===== src/rtl/pid_pwm_out.sv =====
// Sign-magnitude PWM output stage for the PID controller: per-channel shadow command capture,
// period-aligned magnitude updates and a dead-time interval on every direction reversal.
module pid_pwm_out #(
    parameter int aw       = 1,
    parameter int an       = 1 << aw,
    parameter int ow       = 12,
    parameter int deadtime = 64
) (
    input  logic          clk_pid,
    input  logic          reset,
    // ce is a valid-only strobe: there is no ready, the addressed shadow register
    // accepts m_k on every rising edge where ce=1, and a later write overwrites an earlier one.
    input  logic          ce,
    input  logic [aw-1:0] a,
    input  logic [ow-1:0] m_k,
    input  logic          enable,
    output logic [an-1:0] pwm,
    output logic [an-1:0] dir,
    output logic          period_start,
    output logic [an-1:0] dead_state
);

    localparam int cw = ow - 1;

    localparam logic [0:0] st_run  = 1'b0;
    localparam logic [0:0] st_dead = 1'b1;

    localparam logic [cw-1:0] dead_load = cw'(deadtime);
    localparam logic [cw-1:0] mag_max   = '1;

    logic [cw-1:0] cnt;
    logic          boundary;

    logic [ow-1:0] shadow   [an];
    logic [ow-1:0] abs_cmd  [an];
    logic [cw-1:0] req_mag  [an];
    logic [an-1:0] req_sign;

    logic [cw-1:0] mag      [an];
    logic [0:0]    state    [an];
    logic [cw-1:0] dcnt     [an];

    // Boundary event: the edge on which cnt wraps back to zero.
    assign boundary = &cnt;

    always_ff @(posedge clk_pid or posedge reset) begin
        if (reset) begin
            cnt          <= '0;
            period_start <= 1'b0;
        end else begin
            cnt          <= cnt + cw'(1);
            period_start <= boundary;
        end
    end

    always_ff @(posedge clk_pid or posedge reset) begin
        if (reset) begin
            for (int i = 0; i < an; i++) begin
                shadow[i] <= '0;
            end
        end else begin
            for (int i = 0; i < an; i++) begin
                if (ce && (a == aw'(i))) begin
                    shadow[i] <= m_k;
                end
            end
        end
    end

    // The most negative command has no positive counterpart in ow bits; clamp it to full scale.
    always_comb begin
        for (int i = 0; i < an; i++) begin
            req_sign[i] = shadow[i][ow-1];
            abs_cmd[i]  = req_sign[i] ? (~shadow[i] + ow'(1)) : shadow[i];
            req_mag[i]  = abs_cmd[i][ow-1] ? mag_max : abs_cmd[i][cw-1:0];
        end
    end

    always_ff @(posedge clk_pid or posedge reset) begin
        if (reset) begin
            dir <= '0;
            for (int i = 0; i < an; i++) begin
                mag[i]   <= '0;
                state[i] <= st_run;
                dcnt[i]  <= '0;
            end
        end else begin
            for (int i = 0; i < an; i++) begin
                case (state[i])
                    st_run: begin
                        if (boundary) begin
                            if (req_mag[i] == '0) begin
                                mag[i] <= '0;
                            end else if (req_sign[i] == dir[i]) begin
                                mag[i] <= req_mag[i];
                            end else begin
                                mag[i]   <= '0;
                                dcnt[i]  <= dead_load;
                                state[i] <= st_dead;
                            end
                        end
                    end
                    st_dead: begin
                        // Direction flips only once the full dead interval has elapsed.
                        if (dcnt[i] == cw'(1)) begin
                            dir[i]   <= ~dir[i];
                            dcnt[i]  <= '0;
                            state[i] <= st_run;
                        end else begin
                            dcnt[i] <= dcnt[i] - cw'(1);
                        end
                    end
                    default: begin
                        state[i] <= st_run;
                        dcnt[i]  <= '0;
                    end
                endcase
            end
        end
    end

    always_ff @(posedge clk_pid or posedge reset) begin
        if (reset) begin
            pwm <= '0;
        end else begin
            for (int i = 0; i < an; i++) begin
                pwm[i] <= enable && (state[i] == st_run) && (cnt < mag[i]);
            end
        end
    end

    always_comb begin
        dead_state = '0;
        for (int i = 0; i < an; i++) begin
            dead_state[i] = (state[i] == st_dead);
        end
    end

endmodule

===== config.mk =====
export PLATFORM = sky130hd
export DESIGN_NAME = pid_pwm_out
export DESIGN_NICKNAME = d
export VERILOG_FILES = /design/src/rtl/pid_pwm_out.sv
export SDC_FILE = /design/constraint.sdc
export NUM_CORES = 1
export LEC_CHECK = 0
export ABC_AREA = 0
export BUFFER_PORTS_ARGS = -buffer_cell sky130_fd_sc_hd__buf_2
export CAP_MARGIN = 20
export CORE_MARGIN = 5
export CORE_UTILIZATION = 44
export DETAILED_ROUTE_END_ITERATION = 12
export GPL_TIMING_DRIVEN = 0
export PLACE_DENSITY_LB_ADDON = 0.1
export SYNTH_ARGS = -nofsm -noshare
export SYNTH_HDL_FRONTEND = slang
export SYNTH_SLANG_ARGS = --single-unit

===== constraint.sdc =====
create_clock -name clk_pid -period 5.73 [get_ports clk_pid]
set_clock_uncertainty 0.1 [all_clocks]
set_input_delay 0.8595 -clock clk_pid [delete_from_list [all_inputs] [get_ports clk_pid]]
set_output_delay 0.8595 -clock clk_pid [all_outputs]
set_load 0.03 [all_outputs]

**Word level (Yosys, flattened, before mapping)**

Index checks and enable logic that the tools add are counted.

- Muxes and demuxes: 28
- Reductions and logical operators: 15
- Magnitude comparators: 2
- Eq/ne operators: 10
- Bitwise gates (word level): 7
- Add/sub/neg operators: 5

Operators by type and width:

| cell | count |
|---|---|
| 11-bit two-way mux | 14 |
| 11-bit case mux with 2 select lines | 2 |
| 12-bit by 1-bit adder with 12-bit output, second input constant | 2 |
| 12-bit two-way mux | 2 |
| 12-bit NOT | 2 |
| 12-bit AND reduction | 2 |
| 11-bit by 1-bit == test with 1-bit output, second input constant | 2 |
| 11-bit zero test | 2 |
| 11-bit < comparator | 2 |
| 11-bit by 1-bit subtractor with 11-bit output, second input constant | 2 |
| 2-bit inequality test, second input constant | 6 |
| 11-bit by 1-bit adder with 11-bit output, second input constant | 1 |
| 11-bit AND reduction | 1 |
| 1-bit two-way mux | 8 |
| 1-bit logical AND | 6 |
| 3-bit AND reduction | 2 |
| 1-bit NOT | 5 |
| 1-bit case mux with 2 select lines | 2 |
| 2-bit AND reduction | 2 |
| 1-bit == test | 2 |

- Input bits: 17
- Register bits: 86
- Output and inout bits: 7

**Longest topological paths before layout**

- Depth after elaboration: 8
- Gate-level depth with buffers: 10
- Mapped depth without buffers: 9

**Worst setup path after synthesis**

No wires, ideal clock.

- Path kind: register to register
- Start point: register shadow[13] (netlist bit)
- End point: register dcnt[15] (netlist bit)
- Path slack: 2999 ps
- Period minus slack after synthesis: 2731 ps
- Arrival: 2544 ps
- Library setup time: 88 ps
- Cell stages (with the launch flop): 11
- Cell sequence: dfrtp_1 -> inv_1 -> ha_1 -> or4b_4 -> or4_4 -> mux2i_1 -> o22ai_1 -> a211oi_2 -> or2_1 -> buf_4 -> o221ai_2

- Word-level cells in the longest chain between the ends: 7

RTL lines:

| item | RTL line | RTL |
|---|---|---|
| start, declared | 34 | `logic [ow-1:0] shadow [an];` |
| start signal, assigned by index | 64 | `shadow[i] <= m_k;` |
| 12-bit NOT | 74 | `abs_cmd[i] = req_sign[i] ? (~shadow[i] + ow'(1)) : shadow[i];` |
| 12-bit by 1-bit adder with 12-bit output | 74 |  |
| 12-bit two-way mux (*) | 74 |  |
| 11-bit two-way mux (*) | 75 | `req_mag[i] = abs_cmd[i][ow-1] ? mag_max : abs_cmd[i][cw-1:0];` |
| 11-bit zero test (*) | 92 | `if (req_mag[i] == '0) begin` |
| 2-bit inequality test (no source line) (*) | - |  |
| 3-bit AND reduction (no source line) (*) | - |  |
| end signal, assigned by index | 98 | `dcnt[i] <= dead_load;` |
| end signal, assigned by index | 110 | `dcnt[i] <= dcnt[i] - cw'(1);` |
| end, declared | 41 | `logic [cw-1:0] dcnt [an];` |

Mark *: on every way between the ends. The rest lies on a longest branch, timed or not.
A chain may end at the register's enable or synchronous reset.

**Worst setup path in the final report**

- Start point: register shadow[13] (netlist bit)
- End point: register dcnt[18] (netlist bit)

Same word-level chain as after synthesis.

==> results by group <==
Setup path
  – Start point of the critical path: shadow[13]
  – Setup Crit Path Kind: register to register
  – CP arrival: 3210 ps
  – Crit path capture type: register
  – FF-to-FF End: dcnt[18]
  – CP Max Fanout: 9
  – WP data required: 5900 ps
  – Crit start category: register
  – R2r setup slk: 2690 ps
  – R2R depth: 10
  – RR Startpoint: shadow[13]
  – Worst Setup EP: dcnt[18]

Yosys
  – Synth top area share: 0.422
  – Syn_area_per_cell: 9.12 sq um
  – Area contributors post-synth: dfrtp_1, ha_1, mux2_2
  – Ys flop type: dfrtp_1
  – EDFF count, synth: 0
  – Cell variety after synth: 63
  – Yosys warns: 0
  – Synthesized net count: 603
  – Register bit total from synthesis: 86
  – Synth async-reset ratio: 1.00
  – Synth Cell Area: 5100 sq um
  – Syn Inst Count: 559
  – Top cell type by total area after synthesis: dfrtp_1
  – Sequential fraction of the synthesis area: 0.422

Timing
  – Final Cycle Share: 0.531
  – Max Transition Viols Final: 0
  – Endpoints failing setup: 0
  – RSZ-0062 raised after global routing: no
  – Time the worst path needs with I/O delays and setup: 3040 ps
  – Hold Fails Final Rpt: 0
  – Normalized max-slew margin: 0.554
  – Hold WS: 376 ps
  – Fmax achieved: 329 MHz
  – Setup_tns: 0 ps
  – Worst slew pin tran: 664 ps

Floorplan
  – Die W: 118 um
  – Die area: 13,800 sq um
  – Chip height: 118 um
  – Starting Density: 0.448
  – Io pins: 24
  – Core area: 11,400 sq um
  – Number of placement rows: 39

Clock tree
  – Clock Tree Root: clkbuf_16
  – Clk_lat worst skew: 350 ps
  – H-tree Lvls: 3
  – Max Root-Sink Buffers: 2
  – Post-CTS setup buffer count: 0
  – Worst-path clk slew: 70 ps
  – Hold buffer count at cts: 0
  – Total CTS buffers: 9
  – CTS tree: yes
  – Post-CTS sizing: 0
  – CTS Sinks: 86

Hold path
  – Worst Hold Class: primary input to asynchronous set/reset pin

Detailed routing
  – TritonRoute pass-1 iters: 4
  – DRC viols: 0
  – Starting DRC count in detailed routing: 214
  – Via count: 4,100
  – Post-route ant nets: 0
  – Routed len/inst: 15.4 um
  – Vias per Instance: 5.53
  – Routed wire length: 11.4 mm

Job
  – Max-cap violations: 0

GRT
  – Antenna violations before repair: 0
  – Total GRT Usage: 0.171
  – Grt total ovfl: 0
  – Global-route wire length before repair: 19.5 mm
  – Largest net degree at the start of global routing: 67
  – Vias in the first global route: 3,912

Placement
  – Port buffer count: 23
  – RD Place Congestion: 0.849
  – Post-Place Cells: 726
  – Detailed placer's ending HPWL: 8.57 mm

Power
  – Pwr dens: 256 nW/um^2
  – Leakage: 2.47 nW
  – Worst VDD drop: 0.197 mV

Layout
  – Final net count: 638
  – Layout area overhead: 12.1%
  – Non-Filler Instances: 742
  – Layout cell share with drive strength beyond 1: 0.125
  – # diodes: 0

Run status
  – Outcome: complete, no violations
==> final cells by class <==
cell class | count | area [sq um]
Timing Repair Buffer | 24 | 143
Fill cell | 1110 | 5660
Multi-Input combinational cell | 400 | 2660
Clock buffer | 11 | 233
Tap cell | 143 | 179
Inverter | 46 | 175
Sequential cell | 86 | 2150
Clock inverter | 5 | 60.1
Buffer | 27 | 114
==> routing by layer <==
| metal | vias to the layer above | global-route usage | share of wire |
|---|---|---|---|
| li1 | 2080 | - | - |
| met1 | 1942 | 0.229 | 0.48 |
| met2 | 63 | 0.268 | 0.47 |
| met3 | 15 | 0.0351 | 0.028 |
| met4 | 0 | 0.0724 | 0.020 |
| met5 | - | 0 | 0 |
==> critical path, cell delays in order (launching register included) <==
cell	delay, ps
dfrtp_1	450
inv_1	150
ha_1	260
or4b_4	500
or4_4	470
mux2i_1	140
o22ai_1	220
a211oi_2	120
or2_1	220
buf_4	170
a31oi_1	170
==> placed cells by master, fill, tap and decap left out, types with 16 or more instances in the layout <==
cell type   n
dfrtp_1    86
mux2_2     21
inv_1      45
nor3_1     23
nand3_1    16
nor2_1     36
clkbuf_1   26
a21oi_1    25
ha_1       27
buf_2      24
nand2_1    55
o21ai_0    39
==> through the flow <==
| step | total power, mW | util | area (sq um) | setup slack [ps] |
|---|---|---|---|---|
| final | 1.46 | 0.502 | 5710 | 2690 |
| after global routing | 1.53 | 0.502 | 5710 | 2480 |
| after CTS | 1.48 | 0.502 | 5710 | 2650 |
| after detailed placement | 0.893 | 0.477 | 5420 | 2680 |
| after global placement | 0.885 | 0.474 | 5390 | 1460 |
| after floorplan | 0.829 | - | 5100 | 2550 |
==> where the power goes <==
part	leakage (nW)	internal, mW	switching, mW
Combinational	1.20	0.0896	0.127
Sequential	1.14	0.632	0.0336
Clock	0.140	0.339	0.242
==> how the worst min path moves through the flow <==
stage	from	endpoint	slack [ps]	cells after the start
final	reset	dcnt[9]	380	2
after global routing	reset	dcnt[9]	390	2
after CTS	reset	dcnt[8]	370	2
after detailed placement	mag[2]	mag[2]	370	2
after global placement	mag[0]	mag[0]	370	2
after floorplan	mag[0]	mag[0]	340	2
==> sequential cells by signal, indices dropped and copies added (netlist names) <==
signal        cells
dir               2
cnt              11
dead_state        2
req_sign          2
mag              22
dcnt             22
period_start      1
shadow           22
pwm               2
==> synthesized netlist by cell type, types with 3 or more instances <==
master and n:
o21ai_0 39, a21oi_1 25, nor2_1 36, o21ai_1 5, nand2b_1 8, o22ai_1 4, and3_1 3, ha_1 27
and2_1 3, xor2_1 7, or4_1 4, o211ai_1 9, nor3_1 23, nor4_1 7, xnor2_1 13, a31oi_1 13
o31ai_1 4, a21o_1 4, or3_1 10, a211oi_1 6, o221ai_1 4, mux2_2 21, clkbuf_1 24, nand3b_1 3
inv_1 46, nand2_1 55, nand3_1 16, o21a_1 4, nor2b_1 4, dfrtp_1 86, nor3b_1 3, or2_2 4
==> cell families after synthesis <==
| logic type | share of synthesized area |
|---|---|
| DFF | 0.422 |
| buffers and inverters | 0.0562 |
| muxes | 0.0484 |
| xor gates and xnor gates | 0.0344 |
| adders and majority gates | 0.0663 |
| AOI/OAI and AO/OA | 0.184 |
| and+or+nand+nor | 0.188 |
(Power assumes the default switching activity.)
